## config.mk

```make
export PLATFORM = sky130hd
export DESIGN_NAME = tbu_lifo_flat
export DESIGN_NICKNAME = d
export VERILOG_FILES = /design/src/rtl/tbu_lifo_if.sv /design/src/rtl/tbu_lifo.sv /design/src/flat_wrapper.sv
export SDC_FILE = /design/constraint.sdc
export NUM_CORES = 1
export LEC_CHECK = 0
export BUFFER_PORTS_ARGS = -buffer_cell sky130_fd_sc_hd__buf_2
export CORE_ASPECT_RATIO = 0.7
export CORE_UTILIZATION = 45
export CTS_BUF_LIST = sky130_fd_sc_hd__clkbuf_4
export DETAILED_ROUTE_END_ITERATION = 10
export PLACE_DENSITY_LB_ADDON = 0.15
export REMOVE_ABC_BUFFERS = 1
export SYNTH_ARGS = -nofsm -noshare
export SYNTH_HDL_FRONTEND = slang
export SYNTH_SLANG_ARGS = --single-unit
```

## constraint.sdc

```tcl
create_clock -name clk -period 4.3 [get_ports clk]
set_input_delay 0.86 -clock clk [delete_from_list [all_inputs] [get_ports clk]]
set_output_delay 0.86 -clock clk [all_outputs]
set_load 0.005 [all_outputs]
```

## src/rtl/tbu_lifo_if.sv

```systemverilog
// rtl/tbu_lifo_if.sv - traceback-side write strobes and decoder-side bit stream for tbu_lifo
interface tbu_lifo_if;
  logic       enable;
  logic       d_in;
  logic       wr_en;
  logic       d_out;
  logic       d_out_valid;
  logic       d_out_ready;
  logic [1:0] bank_full;
  logic       overflow;

  modport master (
    output enable, d_in, wr_en, d_out_ready,
    input  d_out, d_out_valid, bank_full, overflow
  );

  modport slave (
    input  enable, d_in, wr_en, d_out_ready,
    output d_out, d_out_valid, bank_full, overflow
  );
endinterface

```

## src/rtl/tbu_lifo.sv

```systemverilog
// rtl/tbu_lifo.sv - ping-pong LIFO that reverses newest-first traceback bursts into chronological order
module tbu_lifo #(
  parameter int DEPTH = 64
) (
  input  logic       clk,
  input  logic       rst,
  tbu_lifo_if.slave  io
);
  localparam int AW = $clog2(DEPTH);
  localparam int CW = AW + 1;
  localparam logic [AW-1:0] TOP = AW'(DEPTH - 1);

  typedef enum logic [1:0] {IDLE, LOAD, STREAM} state_t;

  logic [DEPTH-1:0] mem_q [2];
  logic [CW-1:0]    len_q [2];
  logic [CW-1:0]    count_q;
  logic [AW-1:0]    raddr_q;
  logic [1:0]       bank_full_q;
  logic [1:0]       bank_full_d;
  state_t           state_q;
  logic             wbank_q;
  logic             rbank_q;
  logic             in_burst_q;
  logic             drop_q;
  logic             overflow_q;
  logic             d_out_q;
  logic             d_out_valid_q;
  logic             last_q;

  logic          wr_act;
  logic          first_bit;
  logic          take_bit;
  logic          close_full;
  logic          close_len;
  logic          drain_done;
  logic [CW-1:0] count_inc;
  logic [CW-1:0] raddr_start;
  logic [AW-1:0] waddr;

  assign wr_act      = io.wr_en & io.enable;
  assign first_bit   = wr_act & ~in_burst_q;
  assign take_bit    = wr_act & ~drop_q & (in_burst_q | ~bank_full_q[wbank_q]);
  assign count_inc   = count_q + CW'(1);
  assign waddr       = TOP - count_q[AW-1:0];
  assign close_full  = take_bit & (count_inc == CW'(DEPTH));
  assign close_len   = ~wr_act & in_burst_q & ~drop_q & (count_q != '0);
  assign drain_done  = (state_q == STREAM) & d_out_valid_q & io.d_out_ready & last_q;
  assign raddr_start = CW'(DEPTH) - len_q[rbank_q];

  // Write side closes wbank while read side frees rbank; they are never the same bank.
  always_comb begin
    bank_full_d = bank_full_q;
    if (drain_done) begin
      bank_full_d[rbank_q] = 1'b0;
    end
    if (close_full || close_len) begin
      bank_full_d[wbank_q] = 1'b1;
    end
  end

  always_ff @(posedge clk) begin
    if (rst) begin
      len_q[0]      <= '0;
      len_q[1]      <= '0;
      count_q       <= '0;
      raddr_q       <= '0;
      bank_full_q   <= 2'b00;
      state_q       <= IDLE;
      wbank_q       <= 1'b0;
      rbank_q       <= 1'b0;
      in_burst_q    <= 1'b0;
      drop_q        <= 1'b0;
      overflow_q    <= 1'b0;
      d_out_q       <= 1'b0;
      d_out_valid_q <= 1'b0;
      last_q        <= 1'b0;
    end else begin
      bank_full_q <= bank_full_d;

      if (take_bit) begin
        mem_q[wbank_q][waddr] <= io.d_in;
      end

      // drop_q marks a burst whose remaining bits are discarded (bank full at start, or bank filled)
      if (wr_act) begin
        in_burst_q <= 1'b1;
        if (first_bit && bank_full_q[wbank_q]) begin
          drop_q     <= 1'b1;
          overflow_q <= 1'b1;
        end else if (drop_q) begin
          overflow_q <= 1'b1;
        end else if (close_full) begin
          len_q[wbank_q] <= count_inc;
          wbank_q        <= ~wbank_q;
          count_q        <= '0;
          drop_q         <= 1'b1;
        end else begin
          count_q <= count_inc;
        end
      end else begin
        if (close_len) begin
          len_q[wbank_q] <= count_q;
          wbank_q        <= ~wbank_q;
        end
        in_burst_q <= 1'b0;
        drop_q     <= 1'b0;
        count_q    <= '0;
      end

      case (state_q)
        IDLE: begin
          if (bank_full_q[rbank_q]) begin
            raddr_q <= raddr_start[AW-1:0];
            state_q <= LOAD;
          end
        end
        LOAD: begin
          d_out_q       <= mem_q[rbank_q][raddr_q];
          d_out_valid_q <= 1'b1;
          last_q        <= (raddr_q == TOP);
          raddr_q       <= raddr_q + AW'(1);
          state_q       <= STREAM;
        end
        STREAM: begin
          if (d_out_valid_q && io.d_out_ready) begin
            if (last_q) begin
              d_out_valid_q <= 1'b0;
              rbank_q       <= ~rbank_q;
              state_q       <= IDLE;
            end else begin
              d_out_q <= mem_q[rbank_q][raddr_q];
              last_q  <= (raddr_q == TOP);
              raddr_q <= raddr_q + AW'(1);
            end
          end
        end
        default: state_q <= IDLE;
      endcase
    end
  end

  assign io.d_out       = d_out_q;
  assign io.d_out_valid = d_out_valid_q;
  assign io.bank_full   = bank_full_q;
  assign io.overflow    = overflow_q;
endmodule
```

## src/flat_wrapper.sv

```systemverilog
// flat-port wrapper written by rule: the top's interface ports become plain ports
module tbu_lifo_flat 
#(
  parameter int DEPTH = 64
)
  (clk, rst, io_enable, io_d_in, io_wr_en, io_d_out_ready, io_d_out, io_d_out_valid, io_bank_full, io_overflow);
  tbu_lifo_if io_i ();
  input  logic clk;
  input  logic rst;
  input wire logic [$bits(io_i.enable)-1:0] io_enable;
  input wire logic [$bits(io_i.d_in)-1:0] io_d_in;
  input wire logic [$bits(io_i.wr_en)-1:0] io_wr_en;
  input wire logic [$bits(io_i.d_out_ready)-1:0] io_d_out_ready;
  output wire logic [$bits(io_i.d_out)-1:0] io_d_out;
  output wire logic [$bits(io_i.d_out_valid)-1:0] io_d_out_valid;
  output wire logic [$bits(io_i.bank_full)-1:0] io_bank_full;
  output wire logic [$bits(io_i.overflow)-1:0] io_overflow;
  assign io_i.enable = io_enable;
  assign io_i.d_in = io_d_in;
  assign io_i.wr_en = io_wr_en;
  assign io_i.d_out_ready = io_d_out_ready;
  assign io_d_out = io_i.d_out;
  assign io_d_out_valid = io_i.d_out_valid;
  assign io_bank_full = io_i.bank_full;
  assign io_overflow = io_i.overflow;
  tbu_lifo #(.DEPTH(DEPTH)) u_core (.clk(clk), .rst(rst), .io(io_i));
endmodule
```

==> run_results.csv, run 1 <==
group,metric,value,unit
pwr,cellInternalPower,0.00229,W
cells_and_area,fillers,1477,
cts,cts_root_buf,"clkbuf_4",
sta,hold-worst-slack,486,ps
worst_setup_path,crit_fanout,12,
floorplanning,die_width,159,µm
yosys,ys_seq_area_share,60.6,%
floorplanning,core.rowCount,39,
route,route.vias.total,5010,
route,drt_iter0_drc,418,
global_routing,overflow,0,
worst_setup_path,arrival,3040,ps
route,ant_nets,0,
placement,place_congestion,0.814,
cts,cts_resized,0,
placement,dp_cells,848,
cts,cts_hold_buf,0,
floorplanning,dieArea,0.0179,mm²
pwr,p_sw,0.000781,W
cells_and_area,final_cells,879,
sta,finalHoldViolCount,0,
sta,fin_tns_setup,0,ps
worst_setup_path,cp-end-kind,"flop",
route,drtPass1Iterations,5,
yosys,syn_area,0.00780,mm²
cts,clock_latency,530,ps
cells_and_area,n_antenna_cell,0,
cts,htree_levels,4,
floorplanning,initial_utilization,46.9,%
pwr,p_leak,2.46,nW
cells_and_area,nets,657,
global_routing,grt_pass1_vias,4699,
cts,postCtsSetupRepairBufs,0,
job,max_cap_viol_count,0,
sta,period_needed,2890,ps
sta,final-setup-viol-count,0,
yosys,ys_types,53,
floorplanning,die_h,112,µm
yosys,async_flop_share,0,%
worst_setup_path,cp.required,4450,ps
global_routing,antenna_found_initial,0,
route,top_layer,"met4",
route,wl,17.0,mm
placement,place_hpwl,11.3,mm
sta,period_share,67.2,%
sta,fmax,346,MHz
route,vias_per_cell,5.70,
yosys,synthCells,643,
pwr,power,0.00307,W
cts,cts_tree,"built",
pwr,combinationalPowerShare,9.3,%
global_routing,grt_pass1_wl,26.8,mm
pwr,p_seq_share,58.5,%
worst_setup_path,slowest_delay,790,ps
sta,slew_headroom,16.6,%
yosys,synth_seq_cells,166,
worst_setup_path,critPathTopFamily,"compound AO/OA/AOI/OAI gates",
hold_path,hp-class,"reg2reg",
route,met2_wirelength,7.39,mm
sta,final_max_slew_viol_count,0,
route,wl_per_cell,19.3,µm
pwr,p_per_area,369,mW/mm²
global_routing,grt_usage,19.8,%
route,drc,0,
cts,clk_pin_slew,160,ps
yosys,yosysTopAreaCell,"edfxtp_1",
worst_setup_path,startpoint_type,"flop",
route,wl_met1,8.46,mm
worst_setup_path,crit_slowest_cell,"o21ai_0",
cells_and_area,multi_input_area,0.00282,mm²
route,met3_length,1.03,mm
yosys,synth_ff_type,"edfxtp_1",
worst_setup_path,critical_path_class,"reg2reg",
pwr,switching_share,25.4,%
cells_and_area,syn_to_final_growth,6.64,%
yosys,ys_top_cells_by_area,"edfxtp_1, nor2_1, mux4_2",
worst_setup_path,crit_chain,"ha_1 > xnor2_1 > a31oi_1 > nor3b_2 > a31oi_2 > o21ai_0",
run_status,status,"finished clean",
yosys,synth_edf_count,140,
floorplanning,design.core.area,0.0166,mm²
sta,clock-skew-final,32.8,ps
cells_and_area,layout-drive-gt1-share,13.9,%
pwr,clkPwrFrac,32.2,%
yosys,synth.avg_cell_area,12.1,µm²
global_routing,grt_max_degree,80,
cells_and_area,ff_latch_area,0.00473,mm²
sta,worst_pin_slew,1250,ps
yosys,yosys_warnings,0,
cts,clock-sinks,166,
placement,place.port_buffers,10,
worst_setup_path,path_buf_inv,0,
sta,rsz0062_at_grt,"false",
yosys,synth_top_area_share,53.9,%
pwr,ir_worst_vdd,0.192,mV
cts,clockBufferDepth,2,
cts,cts_made_buffers,17,
floorplanning,io_pins,11,
==> sequential cells by signal (all words and copies together), names as in the netlist, named ones only <==
name	flops
u_core.count_q	7
u_core.drop_q	1
u_core.in_burst_q	1
u_core.io.bank_full	2
u_core.io.d_out	1
u_core.io.d_out_valid	1
u_core.io.overflow	1
u_core.last_q	1
u_core.len_q	12
u_core.mem_q	128
u_core.raddr_q	6
u_core.rbank_q	1
u_core.state_q	2
u_core.wbank_q	1
==> metal layers <==
metal	up-vias	track usage (%)
li1	2336	-
met1	2509	30.7
met2	152	29.1
met3	13	3.29
met4	0	4.62
met5	-	0
==> final cells by class <==
class | count | area share, %
flip-flops and latches | 166 | 56.8
multi-input cells | 424 | 33.8
well taps | 225 | 3.38
clock inverters | 13 | 2.09
repair buffers | 20 | 1.65
clock buffers | 18 | 1.62
inverters | 13 | 0.587
==> power groups by stage <==
stage | Clock (W) | Combinational (W) | Sequential (W)
finish | 0.000988 | 0.000286 | 0.00180
floorplan | 0 | 0.000163 | 0.00184
detailed placement | 0 | 0.000284 | 0.00183
global route | 0.00106 | 0.000313 | 0.00180
global placement | 0 | 0.000277 | 0.00183
CTS | 0.00100 | 0.000286 | 0.00180
==> cell usage after synthesis, drive strengths merged (2+ instances only) <==
cell type	instances
mux2i	27
buf	21
nor2	167
a211oi	6
or2	2
a31oi	5
o311ai	2
and3	5
nand3b	6
o22ai	6
o211ai	2
a311oi	2
nand2	39
mux2	3
edfxtp	140
nor3b	4
nor3	10
or3	5
inv	13
dfxtp	26
ha	9
o2111ai	3
o21ai	15
nor2b	8
clkbuf	19
a22oi	3
nand3	24
a21oi	16
xor2	4
xnor2	10
mux4	27
==> cell usage in the layout (no fill, tap or decap), types with 2 or more instances in the layout <==
| cell type | instances |
|---|---|
| clkbuf_4 | 18 |
| nor2_1 | 166 |
| inv_1 | 12 |
| nand3_1 | 24 |
| clkinvlp_4 | 2 |
| a21oi_1 | 16 |
| nand3b_1 | 6 |
| mux2i_1 | 27 |
| a311oi_1 | 2 |
| or2_2 | 2 |
| ha_1 | 9 |
| mux4_2 | 27 |
| o211ai_1 | 2 |
| o22ai_1 | 6 |
| or3_1 | 5 |
| bufinv_16 | 3 |
| xnor2_1 | 10 |
| a211oi_1 | 6 |
| clkinv_4 | 3 |
| nor3b_1 | 3 |
| nand2_1 | 39 |
| inv_6 | 3 |
| edfxtp_1 | 140 |
| xor2_1 | 4 |
| o2111ai_1 | 3 |
| a22oi_1 | 3 |
| dfxtp_1 | 25 |
| buf_2 | 10 |
| nor3_1 | 10 |
| o21ai_0 | 15 |
| mux2_2 | 3 |
| a31oi_1 | 4 |
| and3_1 | 5 |
| buf_4 | 9 |
| nor2b_1 | 8 |
==> worst paths after layout <==
kind / endpoint / slack, ps / from / cells after the start
setup / recovery: u_core.len_q[1][1]$_SDFFCE_PN0P_ / 1410 / u_core.count_q[1]$_SDFFE_PP0P_ / 6
hold / removal: u_core.io.overflow$_SDFFE_PP0P_ / 490 / u_core.io.overflow$_SDFFE_PP0P_ / 2
setup reg to reg: u_core.len_q[1][1]$_SDFFCE_PN0P_ / 1410 / u_core.count_q[1]$_SDFFE_PP0P_ / 6
hold reg to reg: u_core.io.overflow$_SDFFE_PP0P_ / 490 / u_core.io.overflow$_SDFFE_PP0P_ / 2
==> cells by family after synthesis <==
family	synth area share, %
AND/OR/NAND/NOR	15.5
AO/OA/AOI/OAI	5.86
buffers and inverters	3.34
multiplexers	11.7
XOR/XNOR	1.57
adder cells (fa/ha/maj)	1.44
flip-flops	60.6
==> tightest hold or removal path, cell delays in order (launching register included) <==
cell,delay (ps)
dfxtp_1,340
inv_1,50
o22ai_1,70
==> metrics by stage <==
step	util (%)	instance area [µm²]	setup slack, ps
2_1_floorplan	-	7590	1080
3_3_place_gp	48.1	8010	1290
3_5_place_dp	48.1	8010	1150
4_1_cts	50.0	8320	1470
5_1_grt	50.0	8320	1230
6_report	50.0	8320	1410
(Power assumes the default switching activity.)
==> run 2, diff against run 1 <==
==> constraint.sdc (replaced) <==
create_clock -name clk -period 2.41 [get_ports clk]
set_input_delay 0.482 -clock clk [delete_from_list [all_inputs] [get_ports clk]]
set_output_delay 0.482 -clock clk [all_outputs]
set_load 0.005 [all_outputs]
==> run 2 against run 1 <==
Final cell count grew 2.5%. Register-to-register slack lost 1300 ps. Flip-flop and latch count is the same. Count of clock-buffer cells in the layout unchanged. Cell area is 2.6% higher. Non-clock buffer count grew 21. Worst setup slack lost 1300 ps. Global-route usage about the same.
==> run_results.csv, run 2 (synthesized netlist as in run 1, its figures left out) <==
group,metric,value,unit
run_status,status,"finished clean",
pwr,switching_share,26.0,%
global_routing,overflow,0,
cells_and_area,n_antenna_cell,0,
sta,final_max_slew_viol_count,0,
pwr,p_sw,0.00142,W
placement,place.port_buffers,10,
placement,pre_cts_slack,-0.431,ps
sta,period_needed,2260,ps
cts,htree_levels,4,
sta,fin_ws,149,ps
pwr,p_leak,2.57,nW
sta,slew_headroom,66.0,%
pwr,combinationalPowerShare,10.2,%
pwr,p_per_area,638,mW/mm²
route,route.vias.total,5035,
cts,cts_root_buf,"clkbuf_4",
global_routing,grt_pass1_vias,4914,
placement,place_congestion,0.893,
pwr,ir_worst_vdd,0.337,mV
global_routing,grt_max_degree,129,
sta,worst_pin_slew,507,ps
worst_setup_path,reg2reg_depth,9,
placement,place_hpwl,11.2,mm
cells_and_area,final_util,51.3,%
route,vias_per_cell,5.59,
cts,clock-sinks,166,
worst_setup_path,cp-end-kind,"flop",
worst_setup_path,timing.rr.end,"u_core.len_q[0][5]$_SDFFCE_PN0P_",
pwr,p_seq_share,58.6,%
floorplanning,die_width,159,µm
worst_setup_path,arrival,2560,ps
worst_setup_path,crit_chain,"inv_1 > ha_1 > or4b_4 > o311ai_4 > inv_2 > a31oi_4 > or3_1 > buf_4 > nor2_1",
worst_setup_path,crit_start,"u_core.count_q[0]$_SDFFE_PP0P_",
sta,fmax,442,MHz
sta,final-setup-viol-count,0,
cells_and_area,nets,678,
route,wl,16.9,mm
floorplanning,io_pins,11,
cells_and_area,fillers,1481,
cells_and_area,ff_latch_area,0.00473,mm²
cells_and_area,multi_input_area,0.00283,mm²
cells_and_area,layout-drive-gt1-share,17.0,%
job,max_cap_viol_count,0,
worst_setup_path,rrSetupSlack,150,ps
worst_setup_path,critPathTopFamily,"simple AND/OR/NAND/NOR gates",
cells_and_area,final_common_cell,"nor2_1",
global_routing,grt_usage,19.8,%
worst_setup_path,startpoint_type,"flop",
floorplanning,die_h,112,µm
route,drtPass1Iterations,6,
sta,period_share,93.8,%
floorplanning,initial_utilization,46.9,%
cells_and_area,reg_top3,"u_core.mem_q (128), u_core.len_q (12), u_core.count_q (7)",
worst_setup_path,r2r-start,"u_core.count_q[0]$_SDFFE_PP0P_",
cts,cts_hold_buf,0,
route,drc,0,
route,wl_per_cell,18.8,µm
route,ant_nets,0,
floorplanning,core.rowCount,39,
cells_and_area,syn_to_final_growth,9.37,%
global_routing,grt_pass1_wl,26.7,mm
worst_setup_path,crit_path_end,"u_core.len_q[0][5]$_SDFFCE_PN0P_",
worst_setup_path,path_depth,9,
sta,rsz0062_at_grt,"false",
pwr,clkPwrFrac,31.2,%
worst_setup_path,path_buf_inv,3,
worst_setup_path,crit_fanout,7,
worst_setup_path,cp.required,2710,ps
cts,cts_made_buffers,17,
sta,finalHoldViolCount,0,
worst_setup_path,crit_slowest_cell,"or4b_4",
cells_and_area,mostFrequentLayoutCells,"nor2_1, edfxtp_1, nand2_1",
cts,clock_latency,550,ps
hold_path,hp-class,"in2reg",
cells_and_area,regMostFlops,"u_core.mem_q",
floorplanning,design.core.area,0.0166,mm²
pwr,cellInternalPower,0.00402,W
worst_setup_path,critical_path_class,"reg2reg",
worst_setup_path,slowest_delay,470,ps
cts,postCtsSetupRepairBufs,0,
cts,clockBufferDepth,2,
route,drt_iter0_drc,346,
global_routing,antenna_found_initial,0,
cells_and_area,largest_reg_flops,128,
hold_path,min_path_cells,3,
cts,clk_pin_slew,150,ps
cts,cts_tree,"built",
floorplanning,dieArea,0.0179,mm²
sta,clock-skew-final,21.3,ps
[run 2: area by class of cell]
cell class | count | area share (%)
clock buffer | 18 | 1.58
clock inverter | 14 | 1.95
inverter | 13 | 0.572
multi-input combinational | 424 | 33.1
sequential | 166 | 55.4
tap | 225 | 3.30
timing repair buffer | 41 | 4.05
[run 2: per-stage QoR]
step	instance area, µm²	setup TNS (ps)	power (W)	instances	hold slack (ps)
finish	8530	0	0.00544	901	340
CTS	8520	0	0.00549	901	272
floorplan	7590	-3970	0.00357	603	465
global placement	8220	0	0.00379	869	460
detailed placement	8220	-2.20	0.00380	869	467
global route	8530	0	0.00566	901	278
[run 2: worst min path at each step]
stage | start | end | slack, ps
detailed placement | u_core.io.overflow$_SDFFE_PP0P_ | u_core.io.overflow$_SDFFE_PP0P_ | 470
global route | io_enable | u_core.count_q[0]$_SDFFE_PP0P_ | 280
global placement | u_core.io.overflow$_SDFFE_PP0P_ | u_core.io.overflow$_SDFFE_PP0P_ | 460
CTS | io_enable | u_core.count_q[0]$_SDFFE_PP0P_ | 270
floorplan | u_core.io.overflow$_SDFFE_PP0P_ | u_core.io.overflow$_SDFFE_PP0P_ | 470
finish | io_enable | u_core.count_q[0]$_SDFFE_PP0P_ | 340
[run 2: layer usage]
metal  vias to the layer above  GRT usage, %  share of wire (%)
li1                       2379             -                  -
met1                      2524          29.8                 50
met2                       120          30.0                 45
met3                        12          3.62                4.4
met4                         0          4.74               0.69
met5                         -             0                  0
[run 2: worst min-delay path: stages]
cell and delay, ps:
buf_2 110, nand3_1 190, nor2_1 70
[run 2: timing repair]
action                     4_1_cts  5_1_grt
setup endpoints to repair        6       16
resized for setup                1        3
cloned                           0        0
[run 2: power by group through the flow]
stage	sequential, W	clock [W]	combinational (W)
3_5_place_dp	0.00325	0	0.000550
6_report	0.00319	0.00170	0.000555
4_1_cts	0.00319	0.00175	0.000551
2_1_floorplan	0.00328	0	0.000292
5_1_grt	0.00320	0.00186	0.000611
3_3_place_gp	0.00325	0	0.000535
==> run 3, diff against run 2 <==
==> constraint.sdc (replaced) <==
create_clock -name clk -period 2.41 [get_ports clk]
set_input_delay 0.241 -clock clk [delete_from_list [all_inputs] [get_ports clk]]
set_output_delay 0.241 -clock clk [all_outputs]
set_load 0.005 [all_outputs]
==> run 3 against run 2 <==
Register-to-register slack lost 20 ps. Die area unchanged. Clock skew up 1.3 ps. Largest power group unchanged. Critical path type unchanged.
==> run_results.csv, run 3 (synthesized netlist as in run 1, its figures left out) <==
group,metric,value,unit
global_routing,use_met3,3.58,%
cells_and_area,regMostFlops,"u_core.mem_q",
route,route.vias.total,5081,
pwr,p_seq_share,60.1,%
cts,postCtsSetupRepairBufs,0,
sta,period_needed,2280,ps
job,max_cap_viol_count,0,
cts,clock-sinks,166,
cts,clock_latency,550,ps
pwr,ir_worst_vdd,0.327,mV
worst_setup_path,critPathTopFamily,"simple AND/OR/NAND/NOR gates",
worst_setup_path,startpoint_type,"flop",
pwr,combinationalPowerShare,10.3,%
floorplanning,core.rowCount,39,
pwr,switching_share,28.0,%
hold_path,hold_path_startpoint,"io_d_out_ready",
floorplanning,dieArea,0.0179,mm²
sta,final-setup-viol-count,0,
sta,finalHoldViolCount,0,
global_routing,overflow,0,
cts,cts_made_buffers,17,
route,ant_nets,0,
route,drt_iter0_drc,405,
pwr,clkPwrFrac,29.6,%
run_status,status,"finished clean",
cells_and_area,multi_input_area,0.00283,mm²
pwr,p_sw,0.00149,W
cells_and_area,nets,677,
cts,cts_tree,"built",
worst_setup_path,crit_chain,"inv_1 > ha_1 > or4b_4 > o311ai_4 > inv_2 > a31oi_4 > or3_1 > buf_4 > nor2_1",
global_routing,grt_usage,20.2,%
cts,clk_pin_slew,160,ps
route,wl,17.2,mm
global_routing,grtUsageMet2,30.2,%
cells_and_area,reg_top3,"u_core.mem_q (128), u_core.len_q (12), u_core.count_q (7)",
global_routing,grt_use_met1,30.5,%
floorplanning,design.core.area,0.0166,mm²
global_routing,grt_max_degree,129,
route,drtPass1Iterations,5,
worst_setup_path,crit_fanout,9,
global_routing,grt_pass1_vias,5020,
worst_setup_path,cp-end-kind,"flop",
cells_and_area,syn_to_final_growth,8.90,%
floorplanning,initial_utilization,46.9,%
worst_setup_path,arrival,2590,ps
cells_and_area,final_cells,901,
placement,place_congestion,0.898,
cts,htree_levels,4,
pwr,cellInternalPower,0.00382,W
pwr,power,0.00531,W
worst_setup_path,cp.required,2710,ps
global_routing,top_usage_layer,"met1",
floorplanning,die_h,112,µm
floorplanning,die_width,159,µm
worst_setup_path,crit_start,"u_core.count_q[1]$_SDFFE_PP0P_",
cts,clockBufferDepth,2,
placement,place.port_buffers,10,
cells_and_area,final_common_cell,"nor2_1",
global_routing,grt_pass1_wl,27.4,mm
worst_setup_path,critical_path_class,"reg2reg",
worst_setup_path,crit_slowest_cell,"or4b_4",
sta,clock-skew-final,22.6,ps
route,wl_per_cell,19.1,µm
cells_and_area,largest_reg_flops,128,
placement,dp_cells,868,
cts,cts_hold_buf,0,
floorplanning,io_pins,11,
sta,slew_headroom,63.7,%
pwr,p_per_area,625,mW/mm²
pwr,p_leak,2.55,nW
cells_and_area,ff_latch_area,0.00473,mm²
worst_setup_path,r2r-start,"u_core.count_q[1]$_SDFFE_PP0P_",
global_routing,antenna_found_initial,1,
route,vias_per_cell,5.64,
worst_setup_path,slowest_delay,470,ps
cells_and_area,layout-drive-gt1-share,17.0,%
sta,period_share,94.8,%
hold_path,hp-class,"in2reg",
placement,place_hpwl,11.3,mm
route,drc,0,
sta,fmax,438,MHz
cells_and_area,mostFrequentLayoutCells,"nor2_1, edfxtp_1, nand2_1",
sta,final_max_slew_viol_count,0,
sta,rsz0062_at_grt,"false",
cells_and_area,fillers,1471,
worst_setup_path,path_buf_inv,3,
cts,cts_root_buf,"clkbuf_4",
sta,worst_pin_slew,540,ps
sta,fin_tns_setup,0,ps
run 3: what timing repair did:
item / in CTS / in global routing
endpoints found under the hold margin: 0 / 0
gates resized for setup: 1 / 6
endpoints found under the setup margin: 6 / 24
pin swaps: 0 / 1
run 3: power by group through the flow:
stage	logic [W]	clock network, W	registers (W)
after global placement	0.000533	0	0.00325
final	0.000548	0.00157	0.00319
after detailed placement	0.000548	0	0.00325
after floorplan	0.000292	0	0.00328
after CTS	0.000549	0.00159	0.00319
after global routing	0.000603	0.00171	0.00320
run 3: through the flow:
step                worst slack [ps]  utilization, %  area, µm²  hold WS (ps)
global placement                 103            49.3       8210           461
finish                           126            51.0       8490          91.7
CTS                             19.1            50.9       8470          67.4
detailed placement             -64.4            49.3       8210           461
global route                    10.4            51.0       8490          79.1
floorplan                       -811               -       7590           310
run 3: worst paths after layout:
| check | to | slack [ps] | depth (start not counted) |
|---|---|---|---|
| worst max-delay path | u_core.len_q[0][3]$_SDFFCE_PN0P_ | 130 | 9 |
| worst min-delay path | u_core.last_q$_SDFFE_PP0P_ | 90 | 5 |
| worst max register to register | u_core.len_q[0][3]$_SDFFCE_PN0P_ | 130 | 9 |
| worst min register to register | u_core.io.overflow$_SDFFE_PP0P_ | 480 | 2 |
run 3: final cells by class:
class / instances / area share [%]
Antenna cell: 1 / 0.0295
Timing Repair Buffer: 40 / 3.98
Tap cell: 225 / 3.31
Clock inverter: 15 / 1.58
Sequential cell: 166 / 55.7
Clock buffer: 17 / 1.50
Inverter: 13 / 0.574
Multi-Input combinational cell: 424 / 33.3
run 3: per-layer routing:
| metal | vias to the layer above | wire length [µm] |
|---|---|---|
| li1 | 2385 | - |
| met1 | 2554 | 8450 |
| met2 | 126 | 7620 |
| met3 | 16 | 918 |
| met4 | 0 | 187 |
| met5 | - | 0 |
run 3: worst register-to-register path, cell delays in order (launching register included):
cell	delay, ps
dfxtp_2	400
inv_1	90
ha_1	140
or4b_4	470
o311ai_4	270
inv_2	70
a31oi_4	200
or3_1	180
buf_4	160
nor2_1	60
